===== src/rtl/seguimiento_pkg.sv =====
// Shared codes for the two-axis solar tracker controller:
// mode codes, motor command codes and FSM state encoding.
package seguimiento_pkg;

  localparam logic [1:0] MODE_IDLE   = 2'b00;
  localparam logic [1:0] MODE_AUTO   = 2'b01;
  localparam logic [1:0] MODE_MANUAL = 2'b10;
  localparam logic [1:0] MODE_HOLD   = 2'b11;

  localparam logic [1:0] CMD_STOP = 2'b00;
  localparam logic [1:0] CMD_CW   = 2'b01;
  localparam logic [1:0] CMD_CCW  = 2'b11;

  typedef enum logic [2:0] {
    S_IDLE,
    S_THETA,
    S_THETA_SETTLE,
    S_PHI,
    S_PHI_SETTLE,
    S_DONE,
    S_FAULT
  } state_e;

endpackage


===== src/rtl/control_seguimiento_axis_cmp.sv =====
// Per-axis comparator: balance flag and motor command from either a
// sensor pair (auto) or a target/actual angle pair (manual, modular).
// Ports: manual select, a/b readings, target/actual, balanced, cmd.
module axis_cmp
  import seguimiento_pkg::*;
#(
  parameter int W         = 16,
  parameter int DEADBAND  = 5,
  parameter int ANGLE_MAX = 360
) (
  input  logic         manual,
  input  logic [W-1:0] a,
  input  logic [W-1:0] b,
  input  logic [W-1:0] target,
  input  logic [W-1:0] actual,
  output logic         balanced,
  output logic [1:0]   cmd
);

  localparam int AW = W + 2;
  localparam logic [W:0]    DB_A = (W+1)'(DEADBAND);
  localparam logic [AW-1:0] DB_M = AW'(DEADBAND);
  localparam logic [AW-1:0] AMAX = AW'(ANGLE_MAX);

  logic [W:0]    diff;
  logic [W:0]    mag;
  logic          auto_bal;
  logic          auto_cw;
  logic [AW-1:0] t_w;
  logic [AW-1:0] a_w;
  logic [AW-1:0] err;
  logic [AW-1:0] err_inv;
  logic [AW-1:0] err_min;
  logic          man_bal;
  logic          man_cw;
  logic          cw;

  always_comb begin
    // one extra bit keeps a<b from wrapping into a small value
    diff     = {1'b0, a} - {1'b0, b};
    mag      = diff[W] ? ((W+1)'(0) - diff) : diff;
    auto_bal = (mag <= DB_A);
    auto_cw  = ~diff[W];

    t_w     = {2'b00, target};
    a_w     = {2'b00, actual};
    err     = (t_w >= a_w) ? (t_w - a_w) : (t_w + AMAX - a_w);
    err_inv = AMAX - err;
    err_min = (err < err_inv) ? err : err_inv;
    man_bal = (err_min <= DB_M);
    man_cw  = (err <= (AMAX >> 1));

    balanced = manual ? man_bal : auto_bal;
    cw       = manual ? man_cw : auto_cw;
    cmd      = balanced ? CMD_STOP : (cw ? CMD_CW : CMD_CCW);
  end

endmodule


===== src/rtl/control_seguimiento.sv =====
// Two-axis tracker sequencer: moves theta then phi, settles each,
// with hold, timeout and invalid-angle fault. All outputs registered.
// Ports: clk, rst, mode, sensor readings, angles, motor cmds, flags.
module control_seguimiento
  import seguimiento_pkg::*;
#(
  parameter int W         = 16,
  parameter int DEADBAND  = 5,
  parameter int ANGLE_MAX = 360,
  parameter int SETTLE    = 4,
  parameter int TIMEOUT   = 1000000
) (
  input  logic         clk,
  input  logic         rst,
  input  logic [1:0]   mode,
  input  logic [W-1:0] r_v1,
  input  logic [W-1:0] r_v2,
  input  logic [W-1:0] r_h1,
  input  logic [W-1:0] r_h2,
  input  logic [W-1:0] theta_target,
  input  logic [W-1:0] phi_target,
  input  logic [W-1:0] theta_actual,
  input  logic [W-1:0] phi_actual,
  output logic [1:0]   s_out_theta,
  output logic [1:0]   s_out_phi,
  output logic         busy,
  output logic         on_target,
  output logic         fault
);

  localparam int SW = $clog2(SETTLE + 1);
  localparam int DW = $clog2(TIMEOUT + 1);
  localparam logic [SW-1:0] SETTLE_N  = SW'(SETTLE);
  localparam logic [DW-1:0] TIMEOUT_N = DW'(TIMEOUT);
  localparam logic [W:0]    AMAX      = (W+1)'(ANGLE_MAX);

  state_e        state_q, state_d;
  logic [SW-1:0] settle_q, settle_d, settle_nx;
  logic [DW-1:0] drive_q, drive_d;
  logic [1:0]    last_mode_q, last_mode_d;
  logic [1:0]    th_q, th_d;
  logic [1:0]    ph_q, ph_d;
  logic          busy_q, busy_d;
  logic          on_target_q, on_target_d;
  logic          fault_q, fault_d;

  logic       manual;
  logic       bad_angle;
  logic       th_bal, ph_bal;
  logic [1:0] th_cmd, ph_cmd;

  assign manual = (mode == MODE_MANUAL);

  axis_cmp #(.W(W), .DEADBAND(DEADBAND), .ANGLE_MAX(ANGLE_MAX)) u_theta (
    .manual   (manual),
    .a        (r_v1),
    .b        (r_v2),
    .target   (theta_target),
    .actual   (theta_actual),
    .balanced (th_bal),
    .cmd      (th_cmd)
  );

  axis_cmp #(.W(W), .DEADBAND(DEADBAND), .ANGLE_MAX(ANGLE_MAX)) u_phi (
    .manual   (manual),
    .a        (r_h1),
    .b        (r_h2),
    .target   (phi_target),
    .actual   (phi_actual),
    .balanced (ph_bal),
    .cmd      (ph_cmd)
  );

  always_comb begin
    bad_angle = ({1'b0, theta_target} >= AMAX) ||
                ({1'b0, phi_target}   >= AMAX) ||
                ({1'b0, theta_actual} >= AMAX) ||
                ({1'b0, phi_actual}   >= AMAX);
  end

  always_comb begin
    state_d     = state_q;
    settle_d    = settle_q;
    drive_d     = drive_q;
    last_mode_d = last_mode_q;
    th_d        = CMD_STOP;
    ph_d        = CMD_STOP;
    settle_nx   = settle_q + SW'(1);

    // hold never overwrites the mode it will resume into
    if (mode != MODE_HOLD) last_mode_d = mode;

    if (mode == MODE_IDLE) begin
      state_d  = S_IDLE;
      settle_d = '0;
      drive_d  = '0;
    end else if (state_q == S_FAULT) begin
      state_d = S_FAULT;
    end else if (mode == MODE_HOLD) begin
      state_d = state_q;
    end else if (manual && bad_angle) begin
      state_d = S_FAULT;
    end else if (last_mode_q != MODE_IDLE && last_mode_q != mode) begin
      // auto<->manual swap: stop this cycle, restart the sequence
      state_d  = S_THETA;
      settle_d = '0;
      drive_d  = '0;
    end else begin
      unique case (state_q)
        S_IDLE: begin
          state_d  = S_THETA;
          settle_d = '0;
          drive_d  = '0;
        end
        S_THETA: begin
          if (drive_q >= TIMEOUT_N) begin
            state_d = S_FAULT;
          end else if (th_bal) begin
            state_d  = S_THETA_SETTLE;
            settle_d = '0;
          end else begin
            th_d    = th_cmd;
            drive_d = drive_q + DW'(1);
          end
        end
        S_THETA_SETTLE: begin
          if (!th_bal) begin
            state_d = S_THETA;
            drive_d = '0;
          end else if (settle_nx == SETTLE_N) begin
            state_d  = S_PHI;
            settle_d = '0;
            drive_d  = '0;
          end else begin
            settle_d = settle_nx;
          end
        end
        S_PHI: begin
          if (drive_q >= TIMEOUT_N) begin
            state_d = S_FAULT;
          end else if (ph_bal) begin
            state_d  = S_PHI_SETTLE;
            settle_d = '0;
          end else begin
            ph_d    = ph_cmd;
            drive_d = drive_q + DW'(1);
          end
        end
        S_PHI_SETTLE: begin
          if (!ph_bal) begin
            state_d = S_PHI;
            drive_d = '0;
          end else if (settle_nx == SETTLE_N) begin
            state_d  = manual ? S_DONE : S_THETA;
            settle_d = '0;
            drive_d  = '0;
          end else begin
            settle_d = settle_nx;
          end
        end
        S_DONE: begin
          if (!th_bal || !ph_bal) begin
            state_d  = S_THETA;
            settle_d = '0;
            drive_d  = '0;
          end
        end
        default: begin
          state_d = S_IDLE;
        end
      endcase
    end

    busy_d      = (state_d == S_THETA) || (state_d == S_THETA_SETTLE) ||
                  (state_d == S_PHI)   || (state_d == S_PHI_SETTLE);
    on_target_d = (state_d == S_DONE);
    fault_d     = (state_d == S_FAULT);
  end

  always_ff @(posedge clk) begin
    if (rst) begin
      state_q     <= S_IDLE;
      settle_q    <= '0;
      drive_q     <= '0;
      last_mode_q <= MODE_IDLE;
      th_q        <= CMD_STOP;
      ph_q        <= CMD_STOP;
      busy_q      <= 1'b0;
      on_target_q <= 1'b0;
      fault_q     <= 1'b0;
    end else begin
      state_q     <= state_d;
      settle_q    <= settle_d;
      drive_q     <= drive_d;
      last_mode_q <= last_mode_d;
      th_q        <= th_d;
      ph_q        <= ph_d;
      busy_q      <= busy_d;
      on_target_q <= on_target_d;
      fault_q     <= fault_d;
    end
  end

  assign s_out_theta = th_q;
  assign s_out_phi   = ph_q;
  assign busy        = busy_q;
  assign on_target   = on_target_q;
  assign fault       = fault_q;

endmodule


===== config.mk =====
export PLATFORM = sky130hd
export DESIGN_NAME = control_seguimiento
export DESIGN_NICKNAME = d
export VERILOG_FILES = /design/src/rtl/seguimiento_pkg.sv /design/src/rtl/control_seguimiento_axis_cmp.sv /design/src/rtl/control_seguimiento.sv
export SDC_FILE = /design/constraint.sdc
export NUM_CORES = 1
export LEC_CHECK = 0
export BUFFER_PORTS_ARGS = -buffer_cell sky130_fd_sc_hd__clkbuf_2
export CAP_MARGIN = 0
export CORE_MARGIN = 2
export CORE_UTILIZATION = 60
export CTS_BUF_LIST = sky130_fd_sc_hd__clkbuf_8 sky130_fd_sc_hd__clkbuf_16
export DETAILED_ROUTE_END_ITERATION = 12
export MAX_ROUTING_LAYER = met4
export PLACE_DENSITY = 0.77
export SETUP_SLACK_MARGIN = 0.4
export SLEW_MARGIN = 20
export SYNTH_ARGS = -nofsm -noshare
export SYNTH_HDL_FRONTEND = slang
export SYNTH_SLANG_ARGS = --single-unit

===== constraint.sdc =====
create_clock -name clk -period 9.4 [get_ports clk]
set_input_delay 1.41 -clock clk [delete_from_list [all_inputs] [get_ports clk]]
set_output_delay 1.41 -clock clk [all_outputs]
set_load 0.005 [all_outputs]

### Word level (Yosys, flattened, before mapping)

Cells that the tools add are included.

| word-level totals | value |
|---|---|
| register bits | 35 |
| input bits | 132 |
| output and inout port bits | 7 |
| word-level logic and storage cells | 139 |

| operators by class | value |
|---|---|
| add/subtract/negate cells | 14 |
| $lt $le $gt $ge | 15 |
| equality and inequality tests | 26 |
| multiplexer cells | 48 |
| bitwise gates (word level) | 7 |
| reduce and logical (&&, ||, !) cells | 20 |

Operators by type and width:

| kind | number |
|---|---|
| $mux W20 | 9 |
| $pmux W20 S6 | 1 |
| $mux W18 | 4 |
| $mux W3 | 24 |
| $sub A16 B16 Y17 | 4 |
| $ge A16 B9 Y1 const B | 4 |
| $le A18 B3 Y1 const B | 2 |
| $le A18 B8 Y1 const B | 2 |
| $lt A18 B18 Y1 | 2 |
| $pmux W3 S6 | 2 |
| $sub A18 B16 Y18 | 2 |
| $sub A9 B18 Y18 const A | 2 |
| $add A16 B9 Y17 const B | 2 |
| $le A17 B3 Y1 const B | 2 |
| $mux W17 | 2 |
| $sub A1 B17 Y17 const A | 2 |
| $ge A16 B16 Y1 | 2 |
| $ne A3 B3 Y1 const B | 9 |
| $eq A3 B3 Y1 const B | 7 |
| $add A20 B1 Y20 const B | 1 |
| $ge A20 B20 Y1 const B | 1 |
| $reduce_or A9 Y1 | 2 |
| $eq A3 B2 Y1 const B | 4 |
| $reduce_and A11 Y1 | 1 |
| 17 further kinds | 37 |

### Logic depth before layout (Yosys ltp)

Gate-level depths: netlist (run 1).

| logic depth | value |
|---|---|
| depth after elaboration | 21 |
| mapped depth | 30 |
| depth with buffers taken out | 28 |

### Modules after synthesis

From an unflattened synthesis (run 1), not the netlist that was laid out.

| unflattened totals | value |
|---|---|
| cells, all modules | 1592 |
| area, all modules | 11514.8 um^2 |

By module, submodules not included:

| module | times used | cells an instance | area each (um^2) | sequential area each (um^2) |
|---|---|---|---|---|
| axis_cmp (u_theta) | 1 | 667 | 4618.2 | 0.0 |
| axis_cmp (u_phi) | 1 | 616 | 4454.3 | 0.0 |
| control_seguimiento | 1 | 309 | 2442.3 | 700.7 |

### Worst setup path before layout (run 1)

No wires, ideal clock.

| path | value |
|---|---|
| path kind | input port to flip-flop |
| start point | input port theta_target[3] |
| end point | register drive_q[1] |
| setup time | 0.127 ns |
| arrival time | 6.578 ns |
| required time | 9.273 ns |
| path slack | 2.695 ns |
| stages on the path | 26 |
| path buffers | 2 |
| cell sequence | ha_1 -> or3_1 -> a21oi_1 -> nor2_1 -> xor2_1 -> ha_1 -> buf_1 -> and2_1 -> a221oi_2 -> o21ai_1 -> xor2_1 -> o21bai_1 -> a221o_1 -> nor2_1 -> nand3b_1 -> ha_1 -> nor2_1 -> o211ai_1 -> o311ai_0 -> a21oi_1 -> or2_1 -> buf_6 -> a31oi_4 -> nand2_1 -> o21ai_2 -> o22ai_1 |

| between the ends | value |
|---|---|
| cells in the longest elaborated chain, start to end | 12 |
| elaborated cells on any way between the ends | 24 |
| classes of those cells | 4 x add/sub; 4 x order compare; 2 x eq/ne; 6 x mux; 1 x bitwise; 7 x reduce/logical |

Ends and longest elaborated chain:

| element | RTL line | source |
|---|---|---|
| from (decl) | control_seguimiento.sv:20 | `input logic [W-1:0] theta_target,` |
| $add A16 B9 Y17 | control_seguimiento_axis_cmp.sv:47 | `err = (t_w >= a_w) ? (t_w - a_w) : (t_w + AMAX - a_w);` |
| $sub A18 B16 Y18 | control_seguimiento_axis_cmp.sv:47 |  |
| $mux W18 | control_seguimiento_axis_cmp.sv:47 |  |
| $sub A9 B18 Y18 | control_seguimiento_axis_cmp.sv:48 | `err_inv = AMAX - err;` |
| $lt A18 B18 Y1 | control_seguimiento_axis_cmp.sv:49 | `err_min = (err < err_inv) ? err : err_inv;` |
| $mux W18 | control_seguimiento_axis_cmp.sv:49 |  |
| $le A18 B3 Y1 | control_seguimiento_axis_cmp.sv:50 | `man_bal = (err_min <= DB_M);` |
| $mux W1 | control_seguimiento_axis_cmp.sv:53 | `balanced = manual ? man_bal : auto_bal;` |
| $logic_not A1 Y1 | control_seguimiento.sv:162 | `if (!th_bal \|\| !ph_bal) begin` |
| $logic_or A1 B1 Y1 | control_seguimiento.sv:162 |  |
| $ne A3 B3 Y1 (no line) | -- |  |
| $reduce_and A9 Y1 (no line) | -- |  |
| to (signal assigned) | control_seguimiento.sv:194 | `drive_q <= drive_d;` |
| to (decl) | control_seguimiento.sv:39 | `logic [DW-1:0] drive_q, drive_d;` |

Several ways; a longest one is shown, not always the timed one.
A chain may end at the register's enable or synchronous reset.

### Final worst setup path (run 1)

| path | value |
|---|---|
| start point | input port theta_target[3] |
| end point | register drive_q[4] |

The elaborated chain is that of the path after synthesis.

==> summary.md, run 1 <==
| Metric | Value |
|---|---|
| Number of max-slew violations in the final report | `0` |
| Share of cells above drive strength 1 | `0.136` |
| Clock power frac | `0.125` |
| Cts repair resizes | `0` |
| Fraction of the yosys area taken by sequential cells | `0.0564` |
| Max Clock Skew | `0.00356 ns` |
| Final critical delay including setup and external delays | `7.83 ns` |
| Hold Fails Final Rpt | `0` |
| Fmax | `128 MHz` |
| Status | `completed` |
| Number of placed instances with taps included | `2123` |
| Critical Path Max Stage Delay | `0.60 ns` |
| First-pass GRT wire length | `58100 um` |
| Hold bufs inserted after CTS | `0` |
| Ports placed on the boundary | `139` |
| Initial standard-cell utilization of the core | `0.612` |
| Arrival time of data at the critical path endpoint | `8.02 ns` |
| Most area-hungry cell type in the Yosys netlist | `sky130_fd_sc_hd__ha_1` |
| Max-slew headroom | `0.373` |
| Post-synth EDFFs | `0` |
| Setup repair after global routing missed its margin | `no` |
| Switching portion of total power | `0.519` |
| TritonRoute pass-1 iters | `5` |
| Type of the worst setup path | `input port to flip-flop` |
| MaxCap Viol Count | `0` |
| Sequential share of power | `0.102` |
| Max Fanout on Critical Path | `25` |
| Sum of routed wire length over all layers | `34200 um` |
| Internal Pwr Total | `0.741 mW` |
| Yosys warning total | `0` |
| Clock tree from TritonCTS | `done` |
| Worst hold margin | `0.491 ns` |
| Wire length per cell after detailed routing | `16.0 um` |
| Async set-or-reset flop fraction in the synthesized netlist | `0` |
| Endpoint type of the worst setup path | `flip-flop` |
| Average instance area after synthesis | `7.01 um^2` |
| Final standard cell count with taps included and fillers excluded | `2133` |
| Share of power burned in combinational logic | `0.773` |
| Post-synthesis cell area | `12400 um^2` |
| Antenna violations before repair | `2` |
| Launch point of the worst path | `theta_target[3]` |
| Bufs on Longest Clock Path | `2` |
| Total Routing Usage GR | `0.314` |
| Final HPWL DP | `27900 um` |
| DRC violations left | `0` |
| Maximum number of pins on one net before global-route repair | `34` |
| Placer Congestion | `0.931` |
| Switch Pwr | `0.799 mW` |
| Placement Rows | `52` |
| Power density over the cells | `116 nW/um^2` |
| Worst path slowest cell | `sky130_fd_sc_hd__nand4_2` |
| Number of nets in the layout | `2116` |
| Net count of the mapped netlist | `2030` |
| Most common library cells after synthesis | `sky130_fd_sc_hd__nand2_1, sky130_fd_sc_hd__inv_1, sky130_fd_sc_hd__a21oi_1` |
| Die area | `21900 um^2` |
| Sinks on the clock net | `35` |
| Static leakage | `5.68 nW` |
| Area share of the largest cell type after synthesis | `0.121` |
| Nature of the critical path startpoint | `input port` |
| Leading post-synthesis cells by cell area | `sky130_fd_sc_hd__ha_1, sky130_fd_sc_hd__dfxtp_1, sky130_fd_sc_hd__a21oi_1` |
| Antenna violation net count after detailed routing | `0` |
| Least-Margin Pin Slew | `0.934 ns` |
| Min setup slack post-route | `1.57 ns` |
| Remaining global-route overflow | `0` |
| First DRT Iteration DRCs | `934` |
| Final setup vio count | `0` |
| Via count | `13800` |
| Top FF cell, synth | `sky130_fd_sc_hd__dfxtp_1` |
| Worst slack at placement | `1.41 ns` |
| Routed via count divided by cell count | `6.45` |
| Clock H-tree levels | `2` |
| Std-Cell Core Area | `20300 um^2` |
| Number of register bits inferred by synthesis | `35` |
| Register-to-register setup slack | `6.13 ns` |
| Most used standard cell by instance count after synthesis | `sky130_fd_sc_hd__nand2_1` |
| Number of global-route vias before repair | `12600` |
| Area growth from synthesis to layout | `7.05%` |
| Input/output buffers | `138` |
| Share of the clock period used by the worst path | `0.833` |
| Instance count of the mapped netlist | `1774` |
| Post-CTS Setup Bufs | `0` |
| CTS Buf Count | `5` |
| Final core area utilization | `0.655` |
| Summed negative setup slack over all endpoints | `0 ns` |
| Clock slew at reported path FFs | `0.06 ns` |
| Startpoint of the lowest-slack hold path | `settle_q[1]` |
| Required arrival time at the worst endpoint | `9.59 ns` |
| Library cells used by synthesis | `125` |
| Beginning of the worst register-to-register path | `state_q[0]` |
| Floorplan die height | `148 um` |
| Master cell of the clock root buffer | `sky130_fd_sc_hd__clkbuf_16` |
| Type of the worst min-delay path | `flip-flop to flip-flop` |
| Die span in x | `148 um` |
| Clk_lat worst skew | `0.29 ns` |
| Peak supply drop | `0.0000833 V` |
-- critical path, delay by kind of cell --
kind                     cells  cell delay (ns)
AND/OR/NAND/NOR             10             2.78
adder cells (fa/ha/maj)      2             0.77
XOR/XNOR                     1             0.49
buffers and inverters        3             0.27
AO/OA/AOI/OAI               11             2.29
-- final cells by class --
| class | count | area, um^2 |
|---|---|---|
| multi-input combinational | 1542 | 10900 |
| fill | 1866 | 7000 |
| timing repair buffer | 140 | 706 |
| sequential | 35 | 701 |
| inverter | 136 | 510 |
| tap | 270 | 338 |
| clock buffer | 5 | 125 |
| clock inverter | 3 | 43.8 |
| antenna | 2 | 5.00 |
-- placed cells by master, fill, tap and decap left out, types with 13 or more instances in the layout --
cell,n
sky130_fd_sc_hd__nand2_1,153
sky130_fd_sc_hd__clkbuf_2,138
sky130_fd_sc_hd__inv_1,136
sky130_fd_sc_hd__a21oi_1,131
sky130_fd_sc_hd__nor2_1,126
sky130_fd_sc_hd__ha_1,120
sky130_fd_sc_hd__o21ai_0,90
sky130_fd_sc_hd__nor3_1,59
sky130_fd_sc_hd__nand3_1,56
sky130_fd_sc_hd__xnor2_1,52
sky130_fd_sc_hd__xor2_1,44
sky130_fd_sc_hd__a211oi_1,37
sky130_fd_sc_hd__o21ai_1,35
sky130_fd_sc_hd__dfxtp_1,35
sky130_fd_sc_hd__nor2b_1,34
sky130_fd_sc_hd__o211ai_1,32
sky130_fd_sc_hd__nand4_1,28
sky130_fd_sc_hd__a21o_1,28
sky130_fd_sc_hd__and3_1,27
sky130_fd_sc_hd__o21a_1,25
sky130_fd_sc_hd__nand2b_1,24
sky130_fd_sc_hd__and2_1,23
sky130_fd_sc_hd__o31ai_1,22
sky130_fd_sc_hd__nor4_1,20
sky130_fd_sc_hd__or3_1,18
sky130_fd_sc_hd__a211o_1,17
sky130_fd_sc_hd__a31oi_1,17
sky130_fd_sc_hd__mux2i_1,14
sky130_fd_sc_hd__o2111ai_1,13
-- sequential cells by signal, indices dropped and copies added (netlist names) --
signal and flops:
drive_q 20, on_target 1, busy 1, fault 1, s_out_theta 2, last_mode_q 2
settle_q 3, s_out_phi 2, state_q 3
-- per-layer routing --
metal  up-vias  routed length (um)  track usage
li1       6876                   -            -
met3        71                1650       0.0272
met2       442               16100        0.529
met5         -                   0            -
met4         0                 833       0.0862
met1      6376               15600        0.403
-- power by group through the flow --
stage                     Combinational [mW]  Clock, mW  Sequential (mW)
final                                   1.19      0.192            0.156
after global routing                    1.32      0.201            0.157
after CTS                               1.17      0.193            0.156
after detailed placement                1.16          0            0.159
after global placement                  1.14          0            0.159
after floorplan                        0.919          0            0.156
-- worst paths after layout --
kind	endpoint	depth (start not counted)
max reg2reg	drive_q[4]	8
max	drive_q[4]	27
min	settle_q[1]	2
min reg2reg	settle_q[1]	2
-- cells by family (layout without fill, tap and decap cells) --
kind of cell,Yosys count,in the layout,share of synthesized area
AO/OA/AOI/OAI,625,625,0.366
XOR/XNOR,99,99,0.0716
adder cells (fa/ha/maj),124,124,0.127
buffers and inverters,197,284,0.0691
flip-flops,35,35,0.0564
multiplexers,22,22,0.0190
other,0,2,0
AND/OR/NAND/NOR,672,672,0.291
-- through the flow --
step                      area (um^2)  total power, mW
after detailed placement        13100             1.32
after global placement          13100             1.30
after CTS                       13300             1.52
after floorplan                 12400             1.07
after global routing            13300             1.68
final                           13300             1.54
No activity file was read; power rests on OpenSTA's default activity.
==> inputs of run 2 (changes only) <==
--- a/config.mk
+++ b/config.mk
@@ -8,11 +8,11 @@
 export BUFFER_PORTS_ARGS = -buffer_cell sky130_fd_sc_hd__clkbuf_2
 export CAP_MARGIN = 0
 export CORE_MARGIN = 2
-export CORE_UTILIZATION = 60
+export CORE_UTILIZATION = 56
 export CTS_BUF_LIST = sky130_fd_sc_hd__clkbuf_8 sky130_fd_sc_hd__clkbuf_16
 export DETAILED_ROUTE_END_ITERATION = 12
 export MAX_ROUTING_LAYER = met4
-export PLACE_DENSITY = 0.77
+export PLACE_DENSITY = 0.76
 export SETUP_SLACK_MARGIN = 0.4
 export SLEW_MARGIN = 20
 export SYNTH_ARGS = -nofsm -noshare
==> constraint.sdc (replaced) <==
create_clock -name clk -period 6.3 [get_ports clk]
set_input_delay 0.945 -clock clk [delete_from_list [all_inputs] [get_ports clk]]
set_output_delay 0.945 -clock clk [all_outputs]
set_load 0.005 [all_outputs]
==> run 2 against run 1 <==
  * Die area grew 7.0%
  * Power grew 76%
  * Final cell count grew 9.5%
  * Utilization grew 5.5 points
  * Design area grew 17%
  * Register-to-register slack lost 3.3 ns
  * Clock power grew 50%
  * Largest cell class unchanged
  * Largest power group unchanged
  * Highest routed layer unchanged
==> summary.md, run 2 (same netlist as run 1, synthesis figures left out) <==
| Metric | Value |
|---|---|
| Status | `completed (unchanged)` |
| Final core area utilization | `0.710 (was 0.655)` |
| Sum of routed wire length over all layers | `39200 um (was 34200 um)` |
| DRC violations left | `0 (unchanged)` |
| TritonRoute pass-1 iters | `6 (was 5)` |
| Register name with the most flops | `drive_q (unchanged)` |
| Sinks on the clock net | `35 (unchanged)` |
| Final critical delay including setup and external delays | `6.19 ns` |
| MaxCap Viol Count | `0 (unchanged)` |
| Peak supply drop | `0.0000903 V (was 0.0000833 V)` |
| Clock power frac | `0.106 (was 0.125)` |
| First-pass GRT wire length | `64600 um (was 58100 um)` |
| Initial standard-cell utilization of the core | `0.569 (was 0.612)` |
| Worst slack at placement | `-0.193 ns (was 1.41 ns)` |
| Clk_lat worst skew | `0.28 ns (was 0.29 ns)` |
| Share of the clock period used by the worst path | `0.983` |
| Arrival time of data at the critical path endpoint | `6.37 ns (was 8.02 ns)` |
| Antenna violation net count after detailed routing | `0 (unchanged)` |
| Final HPWL DP | `30600 um (was 27900 um)` |
| Total power | `2.71 mW (was 1.54 mW)` |
| Total Routing Usage GR | `0.326 (was 0.314)` |
| Std-Cell Core Area | `21800 um^2 (was 20300 um^2)` |
| Min setup slack post-route | `0.107 ns (was 1.57 ns)` |
| Worst hold margin | `0.490 ns (was 0.491 ns)` |
| Placement Rows | `54 (was 52)` |
| Final setup vio count | `0 (unchanged)` |
| Max Clock Skew | `0.00363 ns (was 0.00356 ns)` |
| Final standard cell count with taps included and fillers excluded | `2335 (was 2133)` |
| Ports placed on the boundary | `139 (unchanged)` |
| Switching portion of total power | `0.496 (was 0.519)` |
| Cell class contributing the biggest share of worst-path delay | `compound AO/OA/AOI/OAI gates (was simple AND/OR/NAND/NOR gates)` |
| Endpoint type of the worst setup path | `flip-flop (unchanged)` |
| Number of flip-flops in the largest register | `20 (unchanged)` |
| Wire length per cell after detailed routing | `16.8 um (was 16.0 um)` |
| Max-slew headroom | `0.293 (was 0.373)` |
| Fmax | `161 MHz` |
| Summed negative setup slack over all endpoints | `0 ns (unchanged)` |
| Type of the worst setup path | `input port to flip-flop (unchanged)` |
| Die area | `23400 um^2 (was 21900 um^2)` |
| Setup repair after global routing missed its margin | `yes (was no)` |
| Number of global-route vias before repair | `13800 (was 12600)` |
| Static leakage | `6.76 nW (was 5.68 nW)` |
| Summed area of non-filler cells in the final layout | `15500 um^2 (was 13300 um^2)` |
| Clock tree from TritonCTS | `done (unchanged)` |
| Remaining global-route overflow | `0 (unchanged)` |
| Hold Fails Final Rpt | `0 (unchanged)` |
| Via count | `14900 (was 13800)` |
| Die span in x | `153 um (was 148 um)` |
| Nature of the critical path startpoint | `input port (unchanged)` |
| Most frequent cells in the layout | `sky130_fd_sc_hd__buf_4, sky130_fd_sc_hd__nand2_1, sky130_fd_sc_hd__inv_1, sky130_fd_sc_hd__clkbuf_2, sky130_fd_sc_hd__nor2_1 (was sky130_fd_sc_hd__nand2_1, sky130_fd_sc_hd__clkbuf_2, sky130_fd_sc_hd__inv_1)` |
| Number of placed instances with taps included | `2280 (was 2123)` |
| Least-Margin Pin Slew | `1.05 ns (was 0.934 ns)` |
| DP Area | `14400 um^2 (was 13100 um^2)` |
| CTS Buf Count | `5 (unchanged)` |
| Placer Congestion | `0.977 (was 0.931)` |
| Worst path bufs/invs | `11 (was 3)` |
| First DRT Iteration DRCs | `1278 (was 934)` |
| Maximum number of pins on one net before global-route repair | `23 (was 34)` |
| Clock slew at reported path FFs | `0.06 ns (about the same)` |
| Switch Pwr | `1.34 mW (was 0.799 mW)` |
| Share of cells above drive strength 1 | `0.263 (was 0.136)` |
| Floorplan die height | `153 um (was 148 um)` |
| Sequential share of power | `0.086 (was 0.102)` |
| Clock H-tree levels | `2 (unchanged)` |
| Master cell of the clock root buffer | `sky130_fd_sc_hd__clkbuf_16 (unchanged)` |
| Antenna violations before repair | `1 (was 2)` |
| Most common library cell in the layout ignoring fill and taps | `sky130_fd_sc_hd__buf_4 (was sky130_fd_sc_hd__nand2_1)` |
| Bufs on Longest Clock Path | `2 (unchanged)` |
| Number of max-slew violations in the final report | `0 (unchanged)` |
| Regs by FF count | `drive_q (20), settle_q (3), state_q (3) (unchanged)` |
| Max Fanout on Critical Path | `4 (was 25)` |
| Required arrival time at the worst endpoint | `6.48 ns (was 9.59 ns)` |
| Routed via count divided by cell count | `6.39 (was 6.45)` |
| Worst path slowest cell | `sky130_fd_sc_hd__a2111oi_2 (was sky130_fd_sc_hd__nand4_2)` |
| Type of the worst min-delay path | `flip-flop to flip-flop (unchanged)` |
| Input/output buffers | `138 (unchanged)` |
| Critical Path Max Stage Delay | `0.44 ns (was 0.60 ns)` |
| Internal Pwr Total | `1.36 mW (was 0.741 mW)` |
| Power density over the cells | `175 nW/um^2 (was 116 nW/um^2)` |
| Number of nets in the layout | `2309 (was 2116)` |
| Area growth from synthesis to layout | `24.8% (was 7.05%)` |
| Share of power burned in combinational logic | `0.808 (was 0.773)` |
| Top cell by count, worst path | `sky130_fd_sc_hd__buf_4` |
run 2: what timing repair did:
action,4_1_cts,5_1_grt
cloned,1,0
buffers inserted,36,9
pin swaps,43,25
setup endpoints to repair,29,32
hold buffers,0,0
gates resized for setup,76,58
run 2: tightest hold or removal path: cells and delay by family (launching register included):
| family | cells | cell delay [ns] |
|---|---|---|
| muxes | 1 | 0.06 |
| and+or+nand+nor | 1 | 0.06 |
| DFF | 1 | 0.32 |
run 2: final timing paths:
check           startpoint      endpoint  slack, ns  cells after the start
max reg2reg     state_q[0]  s_out_phi[1]       2.81                      7
max          phi_target[3]   settle_q[2]       0.11                     31
min reg2reg    settle_q[1]   settle_q[1]       0.49                      2
min            settle_q[1]   settle_q[1]       0.49                      2
run 2: cell type report:
class	instances	area (um^2)
Clock buffer	5	125
Tap cell	280	350
Multi-Input combinational cell	1543	11500
Fill cell	1812	6320
Antenna cell	1	2.50
Timing Repair Buffer	332	2270
Sequential cell	35	701
Inverter	136	510
Clock inverter	3	43.8
run 2: layer usage:
metal / track usage / routed length (um) / vias to the layer above
li1: - / - / 7268
met3: 0.0275 / 2120 / 131
met2: 0.562 / 18900 / 591
met1: 0.402 / 16800 / 6937
met5: - / 0 / -
met4: 0.108 / 1490 / 0
run 2: power by group through the flow:
stage,sequential [mW],clock (mW),combinational [mW]
after global routing,0.234,0.295,2.38
final,0.234,0.288,2.19
after floorplan,0.232,0,1.39
after global placement,0.238,0,1.91
after detailed placement,0.238,0,1.95
after CTS,0.233,0.287,2.08
==> inputs of run 3 (changes only) <==
--- a/config.mk
+++ b/config.mk
@@ -5,6 +5,7 @@
 export SDC_FILE = /design/constraint.sdc
 export NUM_CORES = 1
 export LEC_CHECK = 0
+export ABC_AREA = 1
 export BUFFER_PORTS_ARGS = -buffer_cell sky130_fd_sc_hd__clkbuf_2
 export CAP_MARGIN = 0
 export CORE_MARGIN = 2
==> run 3 against run 2 <==
  * Register-to-register slack got worse by 0.31 ns
  * Flip-flop and latch count did not move
  * Global-route usage decreased by 2.5 points
  * Die area decreased by 8.5%
  * Via count decreased by 11%
  * Fmax rose by 8.0%
  * Worst setup slack better by 0.46 ns
  * Combinational power down 24%
  * Clock power is 2% higher
  * Final cell count increased by 5.9%
  * Highest routed layer unchanged
  * Synthesized cell count increased by 15%
  * Power fell by 18%
==> summary.md, run 3 <==
| Metric | Value |
|---|---|
| Status | `completed (unchanged)` |
| Final HPWL DP | `26600 um (was 30600 um)` |
| Hold Fails Final Rpt | `0 (unchanged)` |
| Share of cells above drive strength 1 | `0.171 (was 0.263)` |
| Max Clock Skew | `0.00575 ns (was 0.00363 ns)` |
| Reg-to-reg critical path endpoint | `drive_q[6] (was s_out_phi[1])` |
| Worst hold margin | `0.506 ns (was 0.490 ns)` |
| Clock tree from TritonCTS | `done (unchanged)` |
| Wire length per cell after detailed routing | `13.2 um (was 16.8 um)` |
| Final setup vio count | `0 (unchanged)` |
| Maximum number of pins on one net before global-route repair | `21 (was 23)` |
| Std-Cell Core Area | `20000 um^2 (was 21800 um^2)` |
| Leading post-synthesis cells by cell area | `sky130_fd_sc_hd__nand2_1, sky130_fd_sc_hd__ha_1, sky130_fd_sc_hd__inv_1 (was sky130_fd_sc_hd__ha_1, sky130_fd_sc_hd__dfxtp_1, sky130_fd_sc_hd__a21oi_1)` |
| Share of the clock period used by the worst path | `0.910 (was 0.983)` |
| Type of the worst setup path | `input port to flip-flop (unchanged)` |
| Register name with the most flops | `drive_q (unchanged)` |
| DP Area | `12300 um^2 (was 14400 um^2)` |
| Average instance area after synthesis | `5.56 um^2 (was 7.01 um^2)` |
| Antenna violations before repair | `0 (was 1)` |
| Post-synth EDFFs | `0 (unchanged)` |
| Clk_lat worst skew | `0.29 ns (was 0.28 ns)` |
| MaxCap Viol Count | `0 (unchanged)` |
| Top FF cell, synth | `sky130_fd_sc_hd__dfxtp_1 (unchanged)` |
| Most frequent cells in the layout | `sky130_fd_sc_hd__nand2_1, sky130_fd_sc_hd__inv_1, sky130_fd_sc_hd__nor2_1 (was sky130_fd_sc_hd__buf_4, sky130_fd_sc_hd__nand2_1, sky130_fd_sc_hd__inv_1, sky130_fd_sc_hd__clkbuf_2, sky130_fd_sc_hd__nor2_1)` |
| Fmax | `174 MHz (was 161 MHz)` |
| Worst path bufs/invs | `3 (was 11)` |
| Least-Margin Pin Slew | `1.07 ns (was 1.05 ns)` |
| Initial standard-cell utilization of the core | `0.566 (was 0.569)` |
| Number of max-slew violations in the final report | `0 (unchanged)` |
| Async set-or-reset flop fraction in the synthesized netlist | `0 (unchanged)` |
| Cell class contributing the biggest share of worst-path delay | `simple AND/OR/NAND/NOR gates (was compound AO/OA/AOI/OAI gates)` |
| Max Fanout on Critical Path | `6 (was 4)` |
| Summed area of non-filler cells in the final layout | `13100 um^2 (was 15500 um^2)` |
| Max-slew headroom | `0.287 (was 0.293)` |
| Number of flip-flops in the largest register | `20 (unchanged)` |
| Library cells used by synthesis | `59 (was 125)` |
| Required arrival time at the worst endpoint | `6.44 ns (was 6.48 ns)` |
| Yosys warning total | `0 (unchanged)` |
| Most common library cell in the layout ignoring fill and taps | `sky130_fd_sc_hd__nand2_1 (was sky130_fd_sc_hd__buf_4)` |
| Endpoint type of the worst setup path | `flip-flop (unchanged)` |
| Input/output buffers | `138 (unchanged)` |
| Critical Path Max Stage Delay | `0.33 ns (was 0.44 ns)` |
| Terminating pin of the worst hold path | `settle_q[2] (was settle_q[1])` |
| Most common library cells after synthesis | `sky130_fd_sc_hd__nand2_1, sky130_fd_sc_hd__inv_1, sky130_fd_sc_hd__nor2_1 (was sky130_fd_sc_hd__nand2_1, sky130_fd_sc_hd__inv_1, sky130_fd_sc_hd__a21oi_1)` |
| Post-synthesis cell area | `11300 um^2 (was 12400 um^2)` |
| Worst R2R Path Depth | `10 (was 7)` |
| Number of global-route vias before repair | `12300 (was 13800)` |
| Arrival time of data at the critical path endpoint | `5.87 ns (was 6.37 ns)` |
| Sinks on the clock net | `35 (unchanged)` |
| Master cell of the clock root buffer | `sky130_fd_sc_hd__clkbuf_16 (unchanged)` |
| DRC violations left | `0 (unchanged)` |
| CTS Buf Count | `5 (unchanged)` |
| TritonRoute pass-1 iters | `5 (was 6)` |
| First DRT Iteration DRCs | `779 (was 1278)` |
| Peak supply drop | `0.000103 V (was 0.0000903 V)` |
| Beginning of the worst register-to-register path | `state_q[0] (unchanged)` |
| Power density over the cells | `170 nW/um^2 (was 175 nW/um^2)` |
| Setup repair after global routing missed its margin | `yes (unchanged)` |
| Startpoint of the lowest-slack hold path | `settle_q[2] (was settle_q[1])` |
| Ports placed on the boundary | `139 (unchanged)` |
| Area share of the largest cell type after synthesis | `0.187 (was 0.121)` |
| Regs by FF count | `drive_q (20), settle_q (3), state_q (3) (unchanged)` |
| Worst Hold Depth | `2 (unchanged)` |
| Net count of the mapped netlist | `2296 (was 2030)` |
| Bufs on Longest Clock Path | `2 (unchanged)` |
| Nature of the critical path startpoint | `input port (unchanged)` |
| First-pass GRT wire length | `54200 um (was 64600 um)` |
| Sum of routed wire length over all layers | `32500 um (was 39200 um)` |
| Summed negative setup slack over all endpoints | `0 ns (unchanged)` |
| Remaining global-route overflow | `0 (unchanged)` |
| Type of the worst min-delay path | `flip-flop to flip-flop (unchanged)` |
| Via count | `13400 (was 14900)` |
| Register-to-register setup slack | `2.50 ns (was 2.81 ns)` |
| Total Routing Usage GR | `0.301 (was 0.326)` |
| Number of register bits inferred by synthesis | `35 (unchanged)` |
| Clock slew at reported path FFs | `0.06 ns (about the same)` |
| Most used standard cell by instance count after synthesis | `sky130_fd_sc_hd__nand2_1 (unchanged)` |
| Placement Rows | `52 (was 54)` |
| Number of nets in the layout | `2458 (was 2309)` |
| Worst path slowest cell | `sky130_fd_sc_hd__ha_2 (was sky130_fd_sc_hd__a2111oi_2)` |
| Static leakage | `6.95 nW (was 6.76 nW)` |
| Routed via count divided by cell count | `5.40 (was 6.39)` |
| Clock H-tree levels | `2 (unchanged)` |
| Die area | `21400 um^2 (was 23400 um^2)` |
| Placer Congestion | `0.979 (was 0.977)` |
| Area growth from synthesis to layout | `15.4% (was 24.8%)` |
| Most area-hungry cell type in the Yosys netlist | `sky130_fd_sc_hd__nand2_1 (was sky130_fd_sc_hd__ha_1)` |
| Floorplan die height | `146 um (was 153 um)` |
| Die span in x | `146 um (was 153 um)` |
| Antenna violation net count after detailed routing | `0 (unchanged)` |
| Instance count of the mapped netlist | `2040 (was 1774)` |
| Final critical delay including setup and external delays | `5.73 ns (was 6.19 ns)` |
| Fraction of the yosys area taken by sequential cells | `0.0617 (was 0.0564)` |
| Number of diodes added for antenna fixing | `0 (was 1)` |
run 3: cell count changes in the layout (fill, tap and decap cells not counted), moves of 25 or more:
cell,change
sky130_fd_sc_hd__nor2_1,+66
sky130_fd_sc_hd__nand2_1,+399
sky130_fd_sc_hd__nor2_2,+26
sky130_fd_sc_hd__nand2_2,+41
sky130_fd_sc_hd__xnor2_1,-26
sky130_fd_sc_hd__and3_1,-25
sky130_fd_sc_hd__nand3_1,+127
sky130_fd_sc_hd__buf_4,-151
sky130_fd_sc_hd__inv_1,+189
sky130_fd_sc_hd__nor2b_1,-34
sky130_fd_sc_hd__o211ai_1,-27
sky130_fd_sc_hd__a21o_1,-25
run 3: worst max path at each step:
stage                    start           to  slack [ns]  depth (start not counted)
2_1_floorplan  theta_target[3]  settle_q[1]        1.03                         38
3_3_place_gp   theta_target[3]  drive_q[11]        0.08                         38
3_5_place_dp   theta_target[3]   drive_q[9]        0.03                         38
4_1_cts        theta_target[3]   drive_q[9]        0.41                         38
5_1_grt        theta_target[3]   drive_q[6]        0.12                         36
6_report       theta_target[3]   drive_q[6]        0.57                         36
run 3: per-stage QoR:
stage / instances / power, mW / utilization / setup slack, ns
3_3_place_gp: 2433 / 1.77 / 0.613 / 0.0786
3_5_place_dp: 2433 / 1.79 / 0.613 / 0.0272
4_1_cts: 2442 / 2.09 / 0.622 / 0.405
5_1_grt: 2473 / 2.46 / 0.654 / 0.118
6_report: 2473 / 2.22 / 0.654 / 0.568
2_1_floorplan: 2040 / 1.45 / - / 1.03
run 3: logic make-up (layout without fill, tap and decap cells):
logic type      Yosys count  in the layout  share of synthesized area
compound gates          285            288                      0.152
xor+xnor                 80             80                     0.0617
fa+ha+maj               124            124                      0.139
buf+inv                 364            524                      0.126
flops                    35             35                     0.0617
simple gates           1152           1152                      0.459
run 3: worst register-to-register path: stages (launching register included):
cell and delay [ns]:
sky130_fd_sc_hd__dfxtp_1 0.42, sky130_fd_sc_hd__inv_1 0.10, sky130_fd_sc_hd__nor2_1 0.81, sky130_fd_sc_hd__inv_1 0.49
sky130_fd_sc_hd__nor2_1 0.76, sky130_fd_sc_hd__inv_1 0.22, sky130_fd_sc_hd__o2111ai_4 0.35, sky130_fd_sc_hd__buf_6 0.18
sky130_fd_sc_hd__a21oi_4 0.06, sky130_fd_sc_hd__o21ai_1 0.20, sky130_fd_sc_hd__nor2_1 0.06
run 3: area by class of cell:
| cell class | instances | area, um^2 |
|---|---|---|
| inverter | 346 | 1310 |
| multi-input combinational | 1644 | 9580 |
| sequential | 35 | 701 |
| clock inverter | 3 | 43.8 |
| timing repair buffer | 170 | 1000 |
| tap | 270 | 338 |
| clock buffer | 5 | 125 |
| fill | 2082 | 6940 |
run 3: metal layers:
metal  part of all wire  wire length (um)  global-route usage
met5                  0                 0                   -
met4              0.026               837              0.0791
met3              0.039              1280              0.0247
met2               0.48             15500               0.519
met1               0.46             14900               0.379
run 3: report_power, final:
group          internal (mW)  total, mW  switching (mW)  leakage, nW
Clock                  0.187      0.294           0.108       0.0838
Combinational          0.598       1.67            1.07         6.58
Sequential             0.238      0.258          0.0196        0.287
Total                   1.02       2.22            1.20         6.95
run 3: what timing repair did:
action | in CTS | in global routing
endpoints found under the hold margin | 0 | 0
pin swaps | 0 | 46
buffers inserted | 0 | 28
gates resized for setup | 2 | 99
cloned | 1 | 3
hold buffers | 0 | 0
endpoints found under the setup margin | 15 | 30
